## config.mk

```make
export PLATFORM = sky130hd
export DESIGN_NAME = alu_issue_stage
export DESIGN_NICKNAME = d
export VERILOG_FILES = /design/src/rtl/alu_issue_pkg.sv /design/src/rtl/alu_issue_stage_decode.sv /design/src/rtl/alu_issue_stage.sv
export SDC_FILE = /design/constraint.sdc
export NUM_CORES = 1
export LEC_CHECK = 0
export ABC_AREA = 1
export BUFFER_PORTS_ARGS = -buffer_cell sky130_fd_sc_hd__buf_2
export CORE_MARGIN = 4
export CORE_UTILIZATION = 43
export CTS_CLUSTER_DIAMETER = 200
export CTS_CLUSTER_SIZE = 25
export DETAILED_ROUTE_END_ITERATION = 6
export PLACE_DENSITY = 0.76
export SYNTH_ARGS = -nofsm -noshare
export SYNTH_HDL_FRONTEND = slang
export SYNTH_SLANG_ARGS = --single-unit
```

## constraint.sdc

```tcl
create_clock -name clk -period 2.3 [get_ports clk]
set_input_delay 0.23 -clock clk [delete_from_list [all_inputs] [get_ports clk]]
set_output_delay 0.23 -clock clk [all_outputs]
set_load 0.05 [all_outputs]
```

## src/rtl/alu_issue_pkg.sv

```systemverilog
`default_nettype none
// ============================================================================
//  Module      : alu_issue_pkg
//  Description : DLX opcode/func encodings, ALU ctrl codes and instruction
//                field positions shared by the ALU issue stage.
//  Revision    : 1.0 - initial release
// ============================================================================
package alu_issue_pkg;

    typedef logic [0:3] ctrl_t;

    localparam ctrl_t c_ctrl_add = 4'b0000;
    localparam ctrl_t c_ctrl_sub = 4'b0001;
    localparam ctrl_t c_ctrl_and = 4'b0010;
    localparam ctrl_t c_ctrl_or  = 4'b0100;
    localparam ctrl_t c_ctrl_xor = 4'b0110;
    localparam ctrl_t c_ctrl_sll = 4'b1000;
    localparam ctrl_t c_ctrl_srl = 4'b1010;
    localparam ctrl_t c_ctrl_sra = 4'b1110;
    localparam ctrl_t c_ctrl_seq = 4'b0011;
    localparam ctrl_t c_ctrl_sne = 4'b0101;
    localparam ctrl_t c_ctrl_slt = 4'b0111;
    localparam ctrl_t c_ctrl_sgt = 4'b1001;
    localparam ctrl_t c_ctrl_sle = 4'b1011;
    localparam ctrl_t c_ctrl_sge = 4'b1101;

    localparam int c_op_first   = 0;
    localparam int c_op_last    = 5;
    localparam int c_rs1_first  = 6;
    localparam int c_rs1_last   = 10;
    localparam int c_rdi_first  = 11;
    localparam int c_rdi_last   = 15;
    localparam int c_rdr_first  = 16;
    localparam int c_rdr_last   = 20;
    localparam int c_imm_first  = 16;
    localparam int c_imm_last   = 31;
    localparam int c_func_first = 26;
    localparam int c_func_last  = 31;

    localparam logic [0:5] c_op_rtype = 6'h00;
    localparam logic [0:5] c_op_j     = 6'h02;
    localparam logic [0:5] c_op_jal   = 6'h03;
    localparam logic [0:5] c_op_beqz  = 6'h04;
    localparam logic [0:5] c_op_bnez  = 6'h05;
    localparam logic [0:5] c_op_addi  = 6'h08;
    localparam logic [0:5] c_op_addui = 6'h09;
    localparam logic [0:5] c_op_subi  = 6'h0A;
    localparam logic [0:5] c_op_subui = 6'h0B;
    localparam logic [0:5] c_op_andi  = 6'h0C;
    localparam logic [0:5] c_op_ori   = 6'h0D;
    localparam logic [0:5] c_op_xori  = 6'h0E;
    localparam logic [0:5] c_op_lhi   = 6'h0F;
    localparam logic [0:5] c_op_jr    = 6'h12;
    localparam logic [0:5] c_op_jalr  = 6'h13;
    localparam logic [0:5] c_op_slli  = 6'h14;
    localparam logic [0:5] c_op_srli  = 6'h16;
    localparam logic [0:5] c_op_srai  = 6'h17;
    localparam logic [0:5] c_op_seqi  = 6'h18;
    localparam logic [0:5] c_op_snei  = 6'h19;
    localparam logic [0:5] c_op_slti  = 6'h1A;
    localparam logic [0:5] c_op_sgti  = 6'h1B;
    localparam logic [0:5] c_op_slei  = 6'h1C;
    localparam logic [0:5] c_op_sgei  = 6'h1D;
    localparam logic [0:5] c_op_lw    = 6'h23;
    localparam logic [0:5] c_op_sw    = 6'h2B;

    localparam logic [0:5] c_fn_sll  = 6'h04;
    localparam logic [0:5] c_fn_srl  = 6'h06;
    localparam logic [0:5] c_fn_sra  = 6'h07;
    localparam logic [0:5] c_fn_add  = 6'h20;
    localparam logic [0:5] c_fn_addu = 6'h21;
    localparam logic [0:5] c_fn_sub  = 6'h22;
    localparam logic [0:5] c_fn_subu = 6'h23;
    localparam logic [0:5] c_fn_and  = 6'h24;
    localparam logic [0:5] c_fn_or   = 6'h25;
    localparam logic [0:5] c_fn_xor  = 6'h26;
    localparam logic [0:5] c_fn_seq  = 6'h28;
    localparam logic [0:5] c_fn_sne  = 6'h29;
    localparam logic [0:5] c_fn_slt  = 6'h2A;
    localparam logic [0:5] c_fn_sgt  = 6'h2B;
    localparam logic [0:5] c_fn_sle  = 6'h2C;
    localparam logic [0:5] c_fn_sge  = 6'h2D;

    typedef enum logic [1:0] {IMM_SEXT, IMM_ZEXT, IMM_HIGH} imm_sel_t;
    typedef enum logic [0:0] {OPA_RS1, OPA_ZERO} opa_sel_t;
    typedef enum logic [1:0] {OPB_RS2, OPB_IMM, OPB_ZERO} opb_sel_t;

    // Set ops share the same low-3-bit ordering in both the R-type func and I-type opcode.
    function automatic ctrl_t set_ctrl(input logic [2:0] idx);
        ctrl_t c;
        case (idx)
            3'd0:    c = c_ctrl_seq;
            3'd1:    c = c_ctrl_sne;
            3'd2:    c = c_ctrl_slt;
            3'd3:    c = c_ctrl_sgt;
            3'd4:    c = c_ctrl_sle;
            default: c = c_ctrl_sge;
        endcase
        return c;
    endfunction

endpackage
`default_nettype wire

```

## src/rtl/alu_issue_stage_decode.sv

```systemverilog
`default_nettype none
// ============================================================================
//  Module      : alu_issue_decode
//  Description : Combinational DLX decode into ALU ctrl, operand selects,
//                destination, write enable and illegal flag.
//  Revision    : 1.0 - initial release
// ============================================================================
module alu_issue_decode
    import alu_issue_pkg::*;
(
    input  logic [0:31] i_instr,
    output ctrl_t       o_ctrl,
    output imm_sel_t    o_imm_sel,
    output opa_sel_t    o_opa_sel,
    output opb_sel_t    o_opb_sel,
    output logic [0:4]  o_rd,
    output logic        o_wr_en,
    output logic        o_illegal
);

    logic [0:5] w_op;
    logic [0:5] w_func;
    ctrl_t      w_ctrl;
    imm_sel_t   w_imm_sel;
    opa_sel_t   w_opa_sel;
    opb_sel_t   w_opb_sel;
    logic [0:4] w_rd;
    logic       w_wr;
    logic       w_illegal;

    assign w_op   = i_instr[c_op_first:c_op_last];
    assign w_func = i_instr[c_func_first:c_func_last];

    always_comb begin
        w_ctrl    = c_ctrl_add;
        w_imm_sel = IMM_SEXT;
        w_opa_sel = OPA_RS1;
        w_opb_sel = OPB_IMM;
        w_rd      = i_instr[c_rdi_first:c_rdi_last];
        w_wr      = 1'b1;
        w_illegal = 1'b0;

        case (w_op)
            c_op_rtype: begin
                w_opb_sel = OPB_RS2;
                w_rd      = i_instr[c_rdr_first:c_rdr_last];
                case (w_func)
                    c_fn_add, c_fn_addu: w_ctrl = c_ctrl_add;
                    c_fn_sub, c_fn_subu: w_ctrl = c_ctrl_sub;
                    c_fn_and:            w_ctrl = c_ctrl_and;
                    c_fn_or:             w_ctrl = c_ctrl_or;
                    c_fn_xor:            w_ctrl = c_ctrl_xor;
                    c_fn_sll:            w_ctrl = c_ctrl_sll;
                    c_fn_srl:            w_ctrl = c_ctrl_srl;
                    c_fn_sra:            w_ctrl = c_ctrl_sra;
                    c_fn_seq, c_fn_sne, c_fn_slt,
                    c_fn_sgt, c_fn_sle, c_fn_sge:
                                         w_ctrl = set_ctrl(w_func[3:5]);
                    // The all-zero word is the NOP, not an unknown func.
                    default:             w_illegal = (i_instr != 32'h0);
                endcase
            end
            c_op_addi, c_op_lw: ;
            c_op_addui: w_imm_sel = IMM_ZEXT;
            c_op_subi:  w_ctrl = c_ctrl_sub;
            c_op_subui: begin w_ctrl = c_ctrl_sub; w_imm_sel = IMM_ZEXT; end
            c_op_andi:  begin w_ctrl = c_ctrl_and; w_imm_sel = IMM_ZEXT; end
            c_op_ori:   begin w_ctrl = c_ctrl_or;  w_imm_sel = IMM_ZEXT; end
            c_op_xori:  begin w_ctrl = c_ctrl_xor; w_imm_sel = IMM_ZEXT; end
            c_op_slli:  begin w_ctrl = c_ctrl_sll; w_imm_sel = IMM_ZEXT; end
            c_op_srli:  begin w_ctrl = c_ctrl_srl; w_imm_sel = IMM_ZEXT; end
            c_op_srai:  begin w_ctrl = c_ctrl_sra; w_imm_sel = IMM_ZEXT; end
            c_op_seqi, c_op_snei, c_op_slti,
            c_op_sgti, c_op_slei, c_op_sgei:
                        w_ctrl = set_ctrl(w_op[3:5]);
            c_op_sw:    w_wr = 1'b0;
            c_op_lhi:   begin w_opa_sel = OPA_ZERO; w_imm_sel = IMM_HIGH; end
            c_op_j, c_op_jal, c_op_beqz, c_op_bnez, c_op_jr, c_op_jalr:
                        w_wr = 1'b0;
            default:    w_illegal = 1'b1;
        endcase

        if (w_illegal) begin
            w_ctrl    = c_ctrl_add;
            w_opa_sel = OPA_ZERO;
            w_opb_sel = OPB_ZERO;
            w_rd      = 5'd0;
            w_wr      = 1'b0;
        end
        if (w_rd == 5'd0) begin
            w_wr = 1'b0;
        end
    end

    assign o_ctrl    = w_ctrl;
    assign o_imm_sel = w_imm_sel;
    assign o_opa_sel = w_opa_sel;
    assign o_opb_sel = w_opb_sel;
    assign o_rd      = w_rd;
    assign o_wr_en   = w_wr;
    assign o_illegal = w_illegal;

endmodule
`default_nettype wire

```

## src/rtl/alu_issue_stage.sv

```systemverilog
`default_nettype none
// ============================================================================
//  Module      : alu_issue_stage
//  Description : Registered ID/EX valid/ready slice producing ALU operands,
//                ctrl code, destination and a saturating illegal counter.
//  Revision    : 1.0 - initial release
// ============================================================================
module alu_issue_stage
    import alu_issue_pkg::*;
#(
    parameter int CNT_W = 8
) (
    input  logic             clk,
    input  logic             rst_n,
    input  logic             in_valid,
    output logic             in_ready,
    input  logic [0:31]      in_instr,
    input  logic [0:31]      in_rs1_val,
    input  logic [0:31]      in_rs2_val,
    input  logic             flush,
    output logic             out_valid,
    input  logic             out_ready,
    output logic [0:31]      out_a,
    output logic [0:31]      out_b,
    output logic [0:3]       out_ctrl,
    output logic [0:4]       out_rd,
    output logic             out_wr_en,
    output logic             out_illegal,
    output logic [0:CNT_W-1] illegal_cnt
);

    ctrl_t      w_ctrl;
    imm_sel_t   w_imm_sel;
    opa_sel_t   w_opa_sel;
    opb_sel_t   w_opb_sel;
    logic [0:4] w_rd;
    logic       w_wr_en;
    logic       w_illegal;
    logic [0:15] w_imm16;
    logic [0:31] w_imm;
    logic [0:31] w_a;
    logic [0:31] w_b;
    logic        w_capture;

    logic             r_valid;
    logic [0:31]      r_a;
    logic [0:31]      r_b;
    ctrl_t            r_ctrl;
    logic [0:4]       r_rd;
    logic             r_wr_en;
    logic             r_illegal;
    logic [0:CNT_W-1] r_cnt;

    alu_issue_decode u_decode (
        .i_instr   (in_instr),
        .o_ctrl    (w_ctrl),
        .o_imm_sel (w_imm_sel),
        .o_opa_sel (w_opa_sel),
        .o_opb_sel (w_opb_sel),
        .o_rd      (w_rd),
        .o_wr_en   (w_wr_en),
        .o_illegal (w_illegal)
    );

    assign w_imm16 = in_instr[c_imm_first:c_imm_last];

    always_comb begin
        case (w_imm_sel)
            IMM_ZEXT: w_imm = {16'h0000, w_imm16};
            IMM_HIGH: w_imm = {w_imm16, 16'h0000};
            default:  w_imm = {{16{w_imm16[0]}}, w_imm16};
        endcase
    end

    assign w_a = (w_opa_sel == OPA_ZERO) ? 32'h0 : in_rs1_val;

    always_comb begin
        case (w_opb_sel)
            OPB_RS2: w_b = in_rs2_val;
            OPB_IMM: w_b = w_imm;
            default: w_b = 32'h0;
        endcase
    end

    assign in_ready  = !r_valid || out_ready;
    assign w_capture = in_valid && in_ready;

    // Flush outranks capture, so a squashed illegal never reaches the counter.
    always_ff @(posedge clk) begin
        if (!rst_n) begin
            r_valid   <= 1'b0;
            r_a       <= '0;
            r_b       <= '0;
            r_ctrl    <= c_ctrl_add;
            r_rd      <= '0;
            r_wr_en   <= 1'b0;
            r_illegal <= 1'b0;
            r_cnt     <= '0;
        end else if (flush) begin
            r_valid <= 1'b0;
        end else if (w_capture) begin
            r_valid   <= 1'b1;
            r_a       <= w_a;
            r_b       <= w_b;
            r_ctrl    <= w_ctrl;
            r_rd      <= w_rd;
            r_wr_en   <= w_wr_en;
            r_illegal <= w_illegal;
            if (w_illegal && (r_cnt != {CNT_W{1'b1}})) begin
                r_cnt <= r_cnt + CNT_W'(1);
            end
        end else if (out_ready) begin
            r_valid <= 1'b0;
        end
    end

    assign out_valid   = r_valid;
    assign out_a       = r_a;
    assign out_b       = r_b;
    assign out_ctrl    = r_ctrl;
    assign out_rd      = r_rd;
    assign out_wr_en   = r_wr_en;
    assign out_illegal = r_illegal;
    assign illegal_cnt = r_cnt;

endmodule
`default_nettype wire
```

---- Word-level counts from Yosys, hierarchy flattened ----
Cells that the tools add are included.
storage, ports and cells
  register bits ........................... 84
  bits in latches ......................... 0
  RAM bits ................................ 0
  memory bits (read-only) ................. 0
  output and inout bits ................... 85
  word-level logic and storage cells ...... 108
  memories kept ........................... 0
operators by class
  add/sub/neg operators ................... 1
  multipliers ............................. 0
  divide/modulo/power cells ............... 0
  order comparisons ....................... 0
  equal/unequal tests ..................... 53
  shift-type cells ........................ 0
  mux-type cells .......................... 22
  bitwise gates (word level) .............. 2
  reductions and logical operators ........ 22
operators by type and width
  cell                                            count
  case mux 32 bit (2 select lines)                2
  == test 6 bit (second input constant)           15
  == test 6 x 5 -> 1 bit (second input constant)  11
  == test 6 x 4 -> 1 bit (second input constant)  8
  case mux 4 bit (5 select lines)                 2
  case mux 4 bit (9 select lines)                 1
  2-to-1 mux 32 bit                               1
  case mux 4 bit (8 select lines)                 1
  nonzero test 32 bit                             1
  == test 6 x 3 -> 1 bit (second input constant)  5
  OR reduction 25 bit                             1
  OR reduction 16 bit                             1
  == test 3 x 2 -> 1 bit (second input constant)  4
  == test 6 x 2 -> 1 bit (second input constant)  2
  OR reduction 6 bit                              2
  2-to-1 mux 5 bit                                2
  2-to-1 mux 1 bit                                9
  adder 8 x 1 -> 8 bit (second input constant)    1
  inequality test 8 bit (second input constant)   1
  OR reduction 8 bit                              1
  OR reduction 7 bit                              1
  == test 3 x 1 -> 1 bit (second input constant)  2
  == test 3 bit (second input constant)           2
  logical NOT 3 bit                               2
  other kinds (17)                                22

---- Depth between registers and ports, before layout ----
  depth in word-level cells ............... 7
  gate-level depth with buffers ........... 16
  gate-level depth less buffers ........... 14

---- Cells and area by module ----
A second synthesis with hierarchy kept.
second synthesis, totals
  cells, all modules ...................... 666
  area total of the unflattened synthesis .. 4475.5 µm²
by module, submodules not included
  module            times used  cells an instance  area each (µm²)  sequential area each (µm²)
  alu_issue_stage   1           500                3727.3           1681.6
  alu_issue_decode  1           166                748.2            0.0

---- Worst setup path before layout ----
No wires, ideal clock.
  path type ............................... input -> register
  from .................................... input port in_instr[1] (netlist name)
  to ...................................... register r_b, in the netlist out_b[16]
  data arrival time ....................... 2303 ps
  required time ........................... 2230 ps
  setup slack ............................. -73 ps
  stages on the path ...................... 16
  path buffers ............................ 4
  path through ............................ nor2_4 > inv_2 > nor2_2 > inv_1 > nor2_1 > inv_1 > buf_1 > ha_1 > buf_2 > or2_1 > buf_1 > clkbuf_1 > nand3_1 > nand2_1 > nand2_1 > a21oi_1
on the way
  cells in the longest elaborated chain, start to end .. 6
  elaborated cells on any way between the ends .. 40
  classes of those cells .................. 28 x eq/ne; 7 x mux; 5 x reduce/logical
RTL lines
  what                                                                                       RTL line                      RTL
  start: declaration                                                                         alu_issue_stage.sv:17         input logic [0:31] in_instr,
  == test 6 x 4 -> 1 bit (tied with other cells)                                             alu_issue_stage_decode.sv:43  case (w_op)
  OR reduction 25 bit (no line) (tied with other cells)                                      n/a
  case mux 1 bit (2 select lines) / case mux 2 bit (2 select lines) (equally long branches)  alu_issue_stage_decode.sv:43
  2-to-1 mux 2 bit (tied with other cells)                                                   alu_issue_stage_decode.sv:83  if (w_illegal) begin
  == test 2 x 1 -> 1 bit (tied with other cells)                                             alu_issue_stage.sv:78         case (w_opb_sel)
  case mux 32 bit (2 select lines) (*)                                                       alu_issue_stage.sv:78
  end signal: assignment                                                                     alu_issue_stage.sv:104        r_b <= w_b;
  end: declaration                                                                           alu_issue_stage.sv:47         logic [0:31] r_b;
Mark *: on every way between the ends. The rest lies on a longest branch, timed or not.
A chain may end at the register's enable or synchronous reset.

---- Worst setup path in the final report ----
  from .................................... input port in_instr[0] (netlist name)
  to ...................................... register r_b, in the netlist out_b[4]
Same word-level chain as after synthesis.

==> flow_summary.json <==
{
  "outcome": "finished, final reports clean",
  "synthCells": 645,
  "yosysTopAreaCell": "dfxtp_1",
  "post-dp-hpwl_um": 10100,
  "die_w_um": 108,
  "gr-total-overflow": 0,
  "ys.flop_type": "dfxtp_1",
  "ys_async_sr_fraction_pct": 0,
  "track_usage_pct": 22.5,
  "synth-xor-area-share_pct": 0.812,
  "drv_slew": 0,
  "critPathSlowestCell": "ha_1",
  "h-tree-depth": 3,
  "clockRootBuffer": "clkbuf_8",
  "period_minus_slack_ps": 1940,
  "min_period_over_period_pct": 84.3,
  "seqCellArea_mm2": 0.00168,
  "switching_power_uw": 1060,
  "vias": 4814,
  "yosys.area_share.simple_pct": 35.7,
  "pwr-share-comb_pct": 21.4,
  "numClockSinks": 84,
  "yosys-top-cells-count": "nand2_1, a21oi_1, dfxtp_1",
  "p_seq_share_pct": 47.9,
  "drc_errors": 0,
  "post_cts_resized": 0,
  "io_buffers": 185,
  "clk_latency_ps": 350,
  "ys_warn_count": 0,
  "pin_count": 186,
  "core_mm2": 0.00977,
  "grt_pass1_vias": 4483,
  "multi_input_area_mm2": 0.00234,
  "power_density_mw_per_mm2": 563,
  "routed_wl_um": 13500,
  "critPathMaxFanout": 9,
  "grt_start_max_net_pins": 49,
  "finalSetupTns_ps": 0,
  "yosys-top-cells-area": "dfxtp_1, nand2_1, a21oi_1",
  "clk_pin_slew_ps": 90,
  "wire_per_inst_um": 14.0,
  "cp_num_cells": 16,
  "power.share.switching_pct": 33.5,
  "fp.dieH_um": 108,
  "clkPwrFrac_pct": 30.7,
  "cts_tree": "yes",
  "synth_edf_count": 0,
  "crit_required_ps": 2520,
  "seq_area_frac_synth_pct": 39.0,
  "synth_top_family_by_area": "simple AND/OR/NAND/NOR gates",
  "ff2ff_path_depth": 7,
  "hold_depth": 2,
  "critPathBufInv": 4,
  "postCtsSetupRepairBufs": 0,
  "cts_buffer_depth": 2,
  "drtAntennaViolNets": 0,
  "synth_compound_area_share_pct": 16.7,
  "num_rows": 36,
  "worstSetupPathType": "input pin to register",
  "crit_path_frequent_cell": "nand2_1",
  "yosysMostFrequentCell": "nand2_1",
  "initialDrtViolationCount": 341,
  "syn_nets": 749,
  "synth_top_area_share_pct": 39.0,
  "antenna_found_initial": 0,
  "path_cells": "buf_2, inv_2, nand2_2, nor2_4, nand2_1, nand2_1, a31oi_1, inv_1, ha_1, o21ai_0, o21ai_0, nand2_2, buf_4, o21ai_2, nand2_1, a21oi_1",
  "cts_made_buffers": 9,
  "rsz0062_at_grt": "false",
  "relSlewSlack_pct": 67.9,
  "cp.arrival_ps": 2160,
  "start_util_pct": 44.2,
  "avgSynthCellArea_um2": 6.69,
  "p_leak_uw": 0.00266,
  "fillers": 1004,
  "path_delay_family": "compound AO/OA/AOI/OAI gates",
  "setup_viol": 0,
  "muxShareOfSynthArea_pct": 0,
  "cp-start-kind": "input pin",
  "synth_fa_ha_area_share_pct": 0.870,
  "p_int_uw": 2110,
  "whs_ps": 72.5,
  "syn-cell-area_mm2": 0.00432,
  "maxCapViolCount": 0,
  "finalHoldViolations": 0,
  "critPathMaxStageDelay_ps": 310,
  "critPathCaptureType": "register",
  "first_pass_iters": 5,
  "synth_cell_types": 37,
  "drive_gt1_share_pct": 30.9,
  "grt_pass1_wl_um": 21400,
  "fmax_mhz": 516,
  "vias_per_cell": 4.99,
  "hold_buffers": 0,
  "antenna_cells": 0,
  "final_net_count": 931,
  "tightest_slew_ps": 482,
  "syn_to_final_growth_pct": 30.3,
  "clock_skew_ps": 7.58,
  "peakVddDrop_v": 0.000290,
  "die_area_mm2": 0.0117,
  "gp_congestion": 0.930,
  "synth-seq-cells": 84,
  "hold_class": "input pin to register"
}
[layout make-up]
cell class                 instances  share of cell area (%)
clock buffer                       9                    2.20
clock inverter                     6                   0.890
inverter                          35                    2.38
multi-input combinational        490                    41.6
sequential                        84                    29.9
tap                              133                    2.96
timing repair buffer             207                    20.1
[cells in the final DEF, fill, tap and decap left out, types with 5 or more instances in the layout]
| cell | synthesis | final |
|---|---|---|
| nand2_1 | 211 | 211 |
| buf_2 | 6 | 185 |
| a21oi_1 | 85 | 85 |
| dfxtp_1 | 84 | 84 |
| nand3_1 | 71 | 71 |
| nor2_1 | 46 | 46 |
| inv_1 | 30 | 29 |
| o21ai_0 | 22 | 22 |
| buf_4 | 4 | 19 |
| o21ai_2 | 11 | 11 |
| clkbuf_8 | 0 | 9 |
| nand2_2 | 5 | 5 |
| inv_2 | 4 | 5 |
[through the flow]
| step | area, um2 | cells | utilization [%] | total power (uW) | setup WS (ps) |
|---|---|---|---|---|---|
| finish | 5630 | 964 | 57.6 | 3170 | 360 |
| global route | 5630 | 964 | 57.6 | 3320 | 192 |
| CTS | 5630 | 964 | 57.6 | 3200 | 400 |
| detailed placement | 5450 | 949 | 55.8 | 2230 | 28.7 |
| global placement | 5450 | 949 | 55.8 | 2230 | 76.9 |
| floorplan | 4320 | 645 | - | 1990 | 45.5 |
[power by group through the flow]
stage / registers [uW] / clock network [uW] / logic (uW)
floorplan: 1700 / 0 / 284
global placement: 1550 / 0 / 678
detailed placement: 1550 / 0 / 679
CTS: 1520 / 1000 / 681
global route: 1520 / 1060 / 739
finish: 1520 / 971 / 680
[final timing paths]
| kind | from | endpoint | slack (ps) |
|---|---|---|---|
| max reg2reg | illegal_cnt[7] | illegal_cnt[2] | 590 |
| min reg2reg | out_b[8] | out_b[8] | 470 |
| min | flush | out_valid | 70 |
| max | in_instr[0] | out_b[4] | 360 |
[registers in the layout (all words and copies together), names as in the netlist]
signal and cells:
out_wr_en 1, out_b 32, out_valid 1, out_rd 5
illegal_cnt 8, out_illegal 1, out_a 32, out_ctrl 4
[kinds of logic after synthesis]
group           count (synthesis)
flops                          84
fa+ha+maj                       3
compound gates                129
buf+inv                        71
simple gates                  354
xor+xnor                        4
[metal layers]
layer / wire length [um] / vias up / GRT usage [%]
li1: - / 2470 / -
met1: 5910 / 2133 / 30.0
met2: 6080 / 185 / 35.2
met3: 1160 / 26 / 5.55
met4: 366 / 0 / 8.21
met5: 0 / - / 0
Note: power is estimated with default switching activity, not from simulation.
